[src/rtl/qspi_flash_sequencer.sv]
// Flash command sequencer in front of qspi_master: expands host requests into
// WREN / program / erase / read / status-poll sub-transactions.
module qspi_flash_sequencer #(
    parameter int POLL_MAX     = 1023,
    parameter int DUMMY_CYCLES = 10
) (
    input  logic        clock,
    input  logic        reset,

    input  logic        req_valid,
    output logic        req_ready,
    input  logic [1:0]  req_op,
    input  logic        req_quad,
    input  logic [23:0] req_addr,
    input  logic [31:0] req_wdata,

    output logic        resp_valid,
    input  logic        resp_ready,
    output logic [31:0] resp_rdata,
    output logic        resp_err,

    output logic [31:0] m_cmd,
    output logic [5:0]  m_cmd_len,
    output logic [31:0] m_addr,
    output logic [5:0]  m_addr_len,
    output logic [15:0] m_dummy_len,
    output logic [15:0] m_data_len,
    output logic        m_wr,
    output logic        m_rd,
    output logic        m_qwr,
    output logic        m_qrd,

    output logic        m_tx_valid,
    output logic [31:0] m_tx_bits,
    input  logic        m_tx_ready,
    input  logic        m_rx_valid,
    input  logic [31:0] m_rx_bits,
    output logic        m_rx_ready,
    input  logic        m_tx_done,
    input  logic        m_rx_done
);

    localparam int PW = $clog2(POLL_MAX + 1);

    localparam logic [1:0] OP_READ    = 2'b00;
    localparam logic [1:0] OP_PROGRAM = 2'b01;
    localparam logic [1:0] OP_STATUS  = 2'b10;
    localparam logic [1:0] OP_ERASE   = 2'b11;

    typedef enum logic [2:0] {
        S_IDLE, S_WREN, S_OP, S_POLL, S_CHECK, S_GAP, S_RESP
    } state_t;

    state_t        state_q, state_d;
    logic          wait_q;        // 0 = ISSUE phase, 1 = WAIT phase
    logic          gap_cnt_q;
    logic          gap_to_op_q;
    logic [PW-1:0] poll_cnt_q;
    logic          alive_q;
    logic [1:0]    op_q;
    logic          quad_q;
    logic [23:0]   addr_q;
    logic [31:0]   wdata_q;
    logic [31:0]   rdata_q;
    logic          err_q;
    logic          tx_sent_q;
    logic          rx_got_q;

    logic accept;
    logic op_is_read;
    logic sub_active;
    logic sub_is_read;
    logic sub_done;
    logic poll_expired;

    assign accept       = req_valid & req_ready;
    assign op_is_read   = (op_q == OP_READ) || (op_q == OP_STATUS);
    assign sub_active   = (state_q == S_WREN) || (state_q == S_OP) || (state_q == S_POLL);
    assign sub_is_read  = (state_q == S_POLL) || ((state_q == S_OP) && op_is_read);
    // Only the done pulse matching the sub-transaction direction ends WAIT.
    assign sub_done     = sub_active & wait_q & (sub_is_read ? m_rx_done : m_tx_done);
    assign poll_expired = poll_cnt_q >= PW'(POLL_MAX);

    // NOTE: sequential state uses non-blocking assignments so every flop samples
    // pre-edge values regardless of statement order.
    always_ff @(posedge clock or negedge reset) begin
        if (!reset) state_q <= S_IDLE;
        else        state_q <= state_d;
    end

    // NOTE: every combinational output gets a default first so no path infers a latch.
    always_comb begin
        state_d = state_q;
        unique case (state_q)
            S_IDLE:  if (accept)
                         state_d = (req_op == OP_READ || req_op == OP_STATUS) ? S_OP : S_WREN;
            S_WREN:  if (sub_done) state_d = S_GAP;
            S_OP:    if (sub_done) state_d = op_is_read ? S_RESP : S_GAP;
            S_GAP:   if (gap_cnt_q) state_d = gap_to_op_q ? S_OP : S_POLL;
            S_POLL:  if (sub_done) state_d = S_CHECK;
            S_CHECK: state_d = (!rdata_q[0] || poll_expired) ? S_RESP : S_GAP;
            S_RESP:  if (resp_ready) state_d = S_IDLE;
            default: state_d = S_IDLE;
        endcase
    end

    always_ff @(posedge clock or negedge reset) begin
        if (!reset) begin
            alive_q     <= 1'b0;
            wait_q      <= 1'b0;
            gap_cnt_q   <= 1'b0;
            gap_to_op_q <= 1'b0;
            poll_cnt_q  <= '0;
            op_q        <= OP_READ;
            quad_q      <= 1'b0;
            addr_q      <= '0;
            wdata_q     <= '0;
            rdata_q     <= '0;
            err_q       <= 1'b0;
            tx_sent_q   <= 1'b0;
            rx_got_q    <= 1'b0;
        end else begin
            alive_q   <= 1'b1;
            wait_q    <= sub_active && (state_d == state_q);
            gap_cnt_q <= (state_q == S_GAP) && !gap_cnt_q;

            if (state_d == S_GAP && state_q != S_GAP)
                gap_to_op_q <= (state_q == S_WREN);

            if (accept) begin
                op_q       <= req_op;
                quad_q     <= req_quad;
                addr_q     <= req_addr;
                wdata_q    <= req_wdata;
                rdata_q    <= '0;
                err_q      <= 1'b0;
                poll_cnt_q <= '0;
            end

            if (!wait_q)
                tx_sent_q <= 1'b0;
            else if (m_tx_valid && m_tx_ready)
                tx_sent_q <= 1'b1;

            if (!wait_q) begin
                rx_got_q <= 1'b0;
            end else if (m_rx_valid && m_rx_ready && !rx_got_q) begin
                rx_got_q <= 1'b1;
                rdata_q  <= (state_q == S_OP && op_q == OP_READ) ? m_rx_bits
                                                                  : {24'h0, m_rx_bits[7:0]};
            end

            if (state_q == S_POLL && sub_done)
                poll_cnt_q <= poll_cnt_q + 1'b1;

            if (state_q == S_CHECK && rdata_q[0] && poll_expired)
                err_q <= 1'b1;
        end
    end

    always_comb begin
        req_ready   = alive_q && (state_q == S_IDLE);
        resp_valid  = (state_q == S_RESP);
        resp_rdata  = resp_valid ? rdata_q : '0;
        resp_err    = resp_valid & err_q;

        m_cmd       = '0;
        m_cmd_len   = '0;
        m_addr      = '0;
        m_addr_len  = '0;
        m_dummy_len = '0;
        m_data_len  = '0;
        m_wr        = 1'b0;
        m_rd        = 1'b0;
        m_qwr       = 1'b0;
        m_qrd       = 1'b0;
        m_tx_valid  = 1'b0;
        m_tx_bits   = '0;
        m_rx_ready  = 1'b0;

        if (sub_active) begin
            m_cmd_len  = 6'd8;
            m_wr       = !sub_is_read && !quad_q;
            m_qwr      = !sub_is_read &&  quad_q;
            m_rd       =  sub_is_read && !quad_q;
            m_qrd      =  sub_is_read &&  quad_q;
            m_rx_ready =  sub_is_read &&  wait_q;

            case (state_q)
                S_WREN: m_cmd = {8'h06, 24'h0};
                S_POLL: begin
                    m_cmd      = {8'h05, 24'h0};
                    m_data_len = 16'd8;
                end
                default: begin
                    case (op_q)
                        OP_READ: begin
                            m_cmd       = {(quad_q ? 8'h6B : 8'h03), 24'h0};
                            m_addr      = {addr_q, 8'h00};
                            m_addr_len  = 6'd24;
                            m_dummy_len = quad_q ? 16'(DUMMY_CYCLES) : 16'd0;
                            m_data_len  = 16'd32;
                        end
                        OP_PROGRAM: begin
                            m_cmd      = {(quad_q ? 8'h32 : 8'h02), 24'h0};
                            m_addr     = {addr_q, 8'h00};
                            m_addr_len = 6'd24;
                            m_data_len = 16'd32;
                            m_tx_valid = wait_q && !tx_sent_q;
                            m_tx_bits  = wdata_q;
                        end
                        OP_STATUS: begin
                            m_cmd      = {8'h05, 24'h0};
                            m_data_len = 16'd8;
                        end
                        default: begin
                            m_cmd      = {8'h20, 24'h0};
                            m_addr     = {addr_q, 8'h00};
                            m_addr_len = 6'd24;
                        end
                    endcase
                end
            endcase
        end
    end

endmodule

[config.mk]
export PLATFORM = sky130hd
export DESIGN_NAME = qspi_flash_sequencer
export DESIGN_NICKNAME = d
export VERILOG_FILES = /design/src/rtl/qspi_flash_sequencer.sv
export SDC_FILE = /design/constraint.sdc
export NUM_CORES = 1
export LEC_CHECK = 0
export BUFFER_PORTS_ARGS = -buffer_cell sky130_fd_sc_hd__buf_2
export CAP_MARGIN = 10
export CELL_PAD_IN_SITES_DETAIL_PLACEMENT = 1
export CELL_PAD_IN_SITES_GLOBAL_PLACEMENT = 1
export CORE_MARGIN = 2
export CORE_UTILIZATION = 34
export DETAILED_ROUTE_END_ITERATION = 10
export PLACE_DENSITY_LB_ADDON = 0.1
export SLEW_MARGIN = 5
export SYNTH_ARGS = -nofsm -noshare
export SYNTH_HDL_FRONTEND = slang
export SYNTH_SLANG_ARGS = --single-unit
[constraint.sdc]
create_clock -name clock -period 1.85 [get_ports clock]
set_input_delay 0.185 -clock clock [delete_from_list [all_inputs] [get_ports clock]]
set_output_delay 0.185 -clock clock [all_outputs]
set_load 0.01 [all_outputs]
Word-level counts from Yosys, hierarchy flattened
Index checks and enable logic that the tools add are counted.
{"block": "totals", "regBits": 111, "in_bits": 99}
{"block": "classes", "add_sub_neg": 1, "magnitude_cmp": 1, "n_eq_ne": 14, "mux": 55, "n_bitwise": 4, "n_reduce_logical": 37}
{"operator": "$mux W32", "n": 12}
{"operator": "$pmux W31 S3", "n": 1}
{"operator": "$pmux W31 S2", "n": 1}
{"operator": "$pmux W6 S2", "n": 2}
{"operator": "$pmux W3 S7", "n": 1}
{"operator": "$mux W10", "n": 2}
{"operator": "$mux W4", "n": 5}
{"operator": "$logic_and A1 B1 Y1", "n": 18}
{"operator": "$mux W3", "n": 6}
{"operator": "$mux W1", "n": 16}
{"operator": "$mux W5", "n": 3}
{"operator": "$eq A3 B3 Y1 const B", "n": 4}
{"operator": "$mux W6", "n": 2}
{"operator": "$add A10 B1 Y10 const B", "n": 1}
{"operator": "$ge A10 B10 Y1 const B", "n": 1}
{"operator": "$mux W7", "n": 1}
{"operator": "$eq A3 B2 Y1 const B", "n": 2}
{"operator": "$logic_not A1 Y1", "n": 6}
{"operator": "$logic_or A1 B1 Y1", "n": 6}
{"operator": "$mux W2", "n": 3}
{"operator": "$and A1 B1 Y1", "n": 4}
{"operator": "$eq A2 B2 Y1 const B", "n": 2}
{"operator": "$logic_not A2 Y1", "n": 2}
{"operator": "$ne A2 B1 Y1 const B", "n": 2}
{"operator": "7 further kinds", "n": 9}

Longest topological paths before layout
{"block": "logic_depth", "word_depth": 10, "depth_mapped": 7}

Worst setup path after synthesis
OpenSTA, ideal clock, no wires.
{"block": "synth_path", "path_kind": "reg2out", "start": "register state_q[2]", "end": "output port m_addr[23]", "arrival_time_ns": 1.607, "path_slack_ns": 0.058, "path_stages_with_launch": 6, "n_path_buf": 2, "cell_sequence": "dfrtp_1 buf_2 nand2b_4 nor3_1 clkbuf_1 and2_1"}
{"block": "synth_between", "elab_chain_cells": 4}
{"element": "start, declared", "line_no": "54", "rtl": "state_t state_q, state_d;"}
{"element": "start signal, assigned", "line_no": "88", "rtl": "else state_q <= state_d;"}
{"element": "$eq A3 B1 Y1 (tied with other cells)", "line_no": "78, 189"}
{"element": "$reduce_or A2 Y1 (no source line) or $logic_or A1 B1 Y1 (tied branches)"}
{"element": "$mux W32 or $logic_or A1 B1 Y1 (tied branches)", "line_no": "189, 78"}
{"element": "$mux W32 *", "line_no": "181", "rtl": "if (sub_active) begin"}
{"element": "end, declared", "line_no": "24", "rtl": "output logic [31:0] m_addr,"}
Every way passes the cells marked *; elsewhere a longest branch is shown, timed or not.

Worst setup path after layout
{"block": "layout_path", "start": "register state_q[2]", "end": "register addr_q[20]"}
{"block": "layout_between", "elab_chain_cells": 3}
{"element": "$logic_not A3 Y1", "line_no": "162", "rtl": "req_ready = alive_q && (state_q == S_IDLE);"}
{"element": "$logic_and A1 B1 Y1", "line_no": "162"}
{"element": "$and A1 B1 Y1", "line_no": "76", "rtl": "assign accept = req_valid & req_ready;"}
{"element": "end signal, assigned", "line_no": "133", "rtl": "addr_q <= req_addr;"}
{"element": "end, declared", "line_no": "62", "rtl": "logic [23:0] addr_q;"}
Every way passes these cells.
A chain may end at the register's enable or synchronous reset.

==> results.tsv <==
metric	value	unit
# H-tree levels	3	
violated checks	negative setup slack	
Critical Path AT	2.37	ns
Final Cell Area	8975	sq um
met2 Use GR	32.71	%
Worst setup EP type	flip-flop	
async set or reset register ratio after synthesis	100.0	%
Cell Chain, Critical Path	buf_6, buf_12, buf_6, nor4b_4, buf_6, nand2_8, buf_12, clkbuf_16, mux2_2	
Hold Vio Cnt, Final	0	
WL per Instance	20.50	um
GRT Total Usage	19.38	%
mapped cell area	5779	sq um
Most Crowded Layer GR	met2	
initial DRC count	101	
Hold Crit Class	input port to flip-flop	
Worst VDD drop	0.5918	mV
Unique masters post-synth	48	
vias in the first global route	4970	
Post-Place Setup Slack	-0.1579	ns
share of cells above drive strength 1	59.01	%
buffers from clock root to sink, at most	2	
HPWL Detailed	11870	um
synth top area cells	dfrtp_1 (48%), mux2_2 (11%), buf_4 (9.7%), and2_1 (6.4%), a22o_1 (4.1%)	
Post-DRT Antenna Nets	0	
synth warn	0	
CP most frequent cell	buf_6	
CTS tree	done	
ys flop type	dfrtp_1	
clk root buf	clkbuf_16	
initial antenna violation count	0	
share of the synthesized area in the top cell type	48.06	%
Worst EP required	2.10	ns
Inserted Clock Buffers	9	
Avg Synthesized Cell Area	10.78	sq um
Diodes inserted	0	
Via Count	5009	
status	finished with violations	
Post-synth top cells	dfrtp_1 (111), buf_4 (75), and2_1 (59)	
met1 Track Usage GR	23.56	%
worst skew pair latency	0.36	ns
vias per cell	4.887	
fin nets	900	
Mapped Cells	536	
max_slew headroom	62.06	%
slowest CP cell	dfrtp_2	
Pins Over Slew Limit	0	
final setup fails	204	
fin crit period	2.124	ns
drt total wl	21020	um
leak pwr	0.004557	uW
CTS Sinks	111	
# rows	47	
Synth area leader	dfrtp_1	
first-pass GRT wire length	27430	um
fin crit share	114.8	%
fin util	54.12	%
Worst-Margin Slew	0.5602	ns
smallest setup slack after layout	-0.2739	ns
RSZ-0062 raised after global routing	true	
DRT Pass-1 Iters	4	
Die Y	134.4	um
Max Clock Freq	470.8	MHz
Buf/Inv on CP	6	
CP max FO	8	
Clock Pin Slew Worst Setup and Hold Paths	0.09	ns
GP Congestion	0.7427	
gr ovfl total	0	
sequential share of the synthesized area	48.06	%
critical path's largest stage delay	0.42	ns
Placed Area	6944	sq um
crit-path leading delay family	buffers and inverters	
Worst Skew	0.01412	ns
die width	134.4	um
Post-synth EDFFs	0	
largest net degree at the start of global routing	72	
Pwr Density	1310	nW/um^2
IO Count	280	
CP Class	flip-flop to flip-flop	
Initial Utilization	34.85	%
Area Growth Syn to Fin	55.29	%
#FFs+latches synth	111	
max cap viols	0	
most frequent cell after synthesis	dfrtp_1	
GRT met3 Usage	6.878	%
Hold Slack	0.03455	ns
CORE AREA	16580	sq um
crit path launch type	flip-flop	
Port Buf Inserts	209	
die area	18060	sq um
DRC viols	0	
## placed cells by master, fill, tap and decap left out, types with 3 or more instances in the layout
cell type and count:
dfrtp_2 5, nor2b_4 3, nand2_4 10, and3_4 7, mux2_2 57, nor3_1 6, a21oi_1 6, and3b_1 4
and3_1 28, a22o_1 27, buf_2 146, inv_1 3, o21ai_2 8, dfrtp_1 106, nand2b_1 3, buf_6 82
clkbuf_16 19, o31ai_1 3, and2_4 52, buf_12 14, conb_1 71, buf_16 4, nor2_1 10, o21ai_0 9
buf_4 27, nand2_1 15, and2_1 7, nand3_1 10, nor4_1 3
## sequential cells by signal, summed over array words and instances, names as in the netlist
| register | count |
|---|---|
| alive_q | 1 |
| op_q | 2 |
| err_q | 1 |
| state_q | 3 |
| rdata_q | 32 |
| rx_got_q | 1 |
| poll_cnt_q | 10 |
| quad_q | 1 |
| wait_q | 1 |
| wdata_q | 32 |
| gap_to_op_q | 1 |
| tx_sent_q | 1 |
| gap_cnt_q | 1 |
| addr_q | 24 |
## final cells by class
class,count,area (sq um)
Inverter,3,11.26
Multi-Input combinational cell,388,3019
Sequential cell,111,2784
Tap cell,220,275.3
Clock buffer,9,225.2
Fill cell,1813,7609
Clock inverter,7,72.57
Timing Repair Buffer,287,2587
## worst paths after layout
check                                      from                endpoint  slack (ns)  cells past startpoint
hold / removal                     m_rx_bits[3]    rdata_q[3]$_DFF_PN0_        0.03                      3
min in group asynchronous                 reset  addr_q[21]$_DFFE_PN0P_        0.37                      2
hold reg to reg            rx_got_q$_DFFE_PN0P_    rx_got_q$_DFFE_PN0P_        0.50                      2
max in group asynchronous                 reset   rdata_q[13]$_DFF_PN0_        0.86                      3
setup / recovery           state_q[2]$_DFF_PN0_  addr_q[20]$_DFFE_PN0P_       -0.27                      9
setup reg to reg           state_q[2]$_DFF_PN0_  addr_q[20]$_DFFE_PN0P_       -0.27                      9
## tightest hold or removal path, cell delays in order
cell and delay [ns]:
buf_2 0.07, nand2_1 0.05, o21ai_2 0.05
## where the power goes
part | switching (uW) | total [uW] | internal (uW)
registers | 612 | 3930 | 3320
clock network | 1040 | 2000 | 961
logic | 2590 | 5820 | 3240
total | 4240 | 11800 | 7510
## kinds of logic after synthesis
logic type | after synthesis | synth area share (%)
AO/OA/AOI/OAI | 65 | 8.162
buffers and inverters | 109 | 12.43
AND/OR/NAND/NOR | 188 | 19.35
flip-flops | 111 | 48.06
other | 2 | 0.1299
multiplexers | 60 | 11.65
adder cells (fa/ha/maj) | 1 | 0.2165
## stage by stage
stage               power, uW  cells  setup TNS (ns)
global route            12380   1025          -45.51
detailed placement       7355    953          -3.336
finish                  11750   1025          -33.12
global placement         7207    953         -0.8922
CTS                     10210    985          -13.07
floorplan                6035    605               0
## what timing repair did
| item | 4_1_cts | 5_1_grt |
|---|---|---|
| buffers inserted | 10 | 20 |
| cloned | 5 | 21 |
| resized for setup | 47 | 190 |
| endpoints found under the setup margin | 129 | 201 |
| endpoints found under the hold margin | 30 | 0 |
| hold buffers | 1 | 0 |
| pin swaps | 7 | 53 |
## routing by layer
layer  routed length [um]  vias to the layer above  share of wire [%]
met2                10700                      225                 51
met4                  248                        0                1.2
met1                 8314                     2524                 40
met5                    0                        -                  0
li1                     -                     2243                  -
met3                 1753                       17                8.3
(Power assumes the default switching activity.)
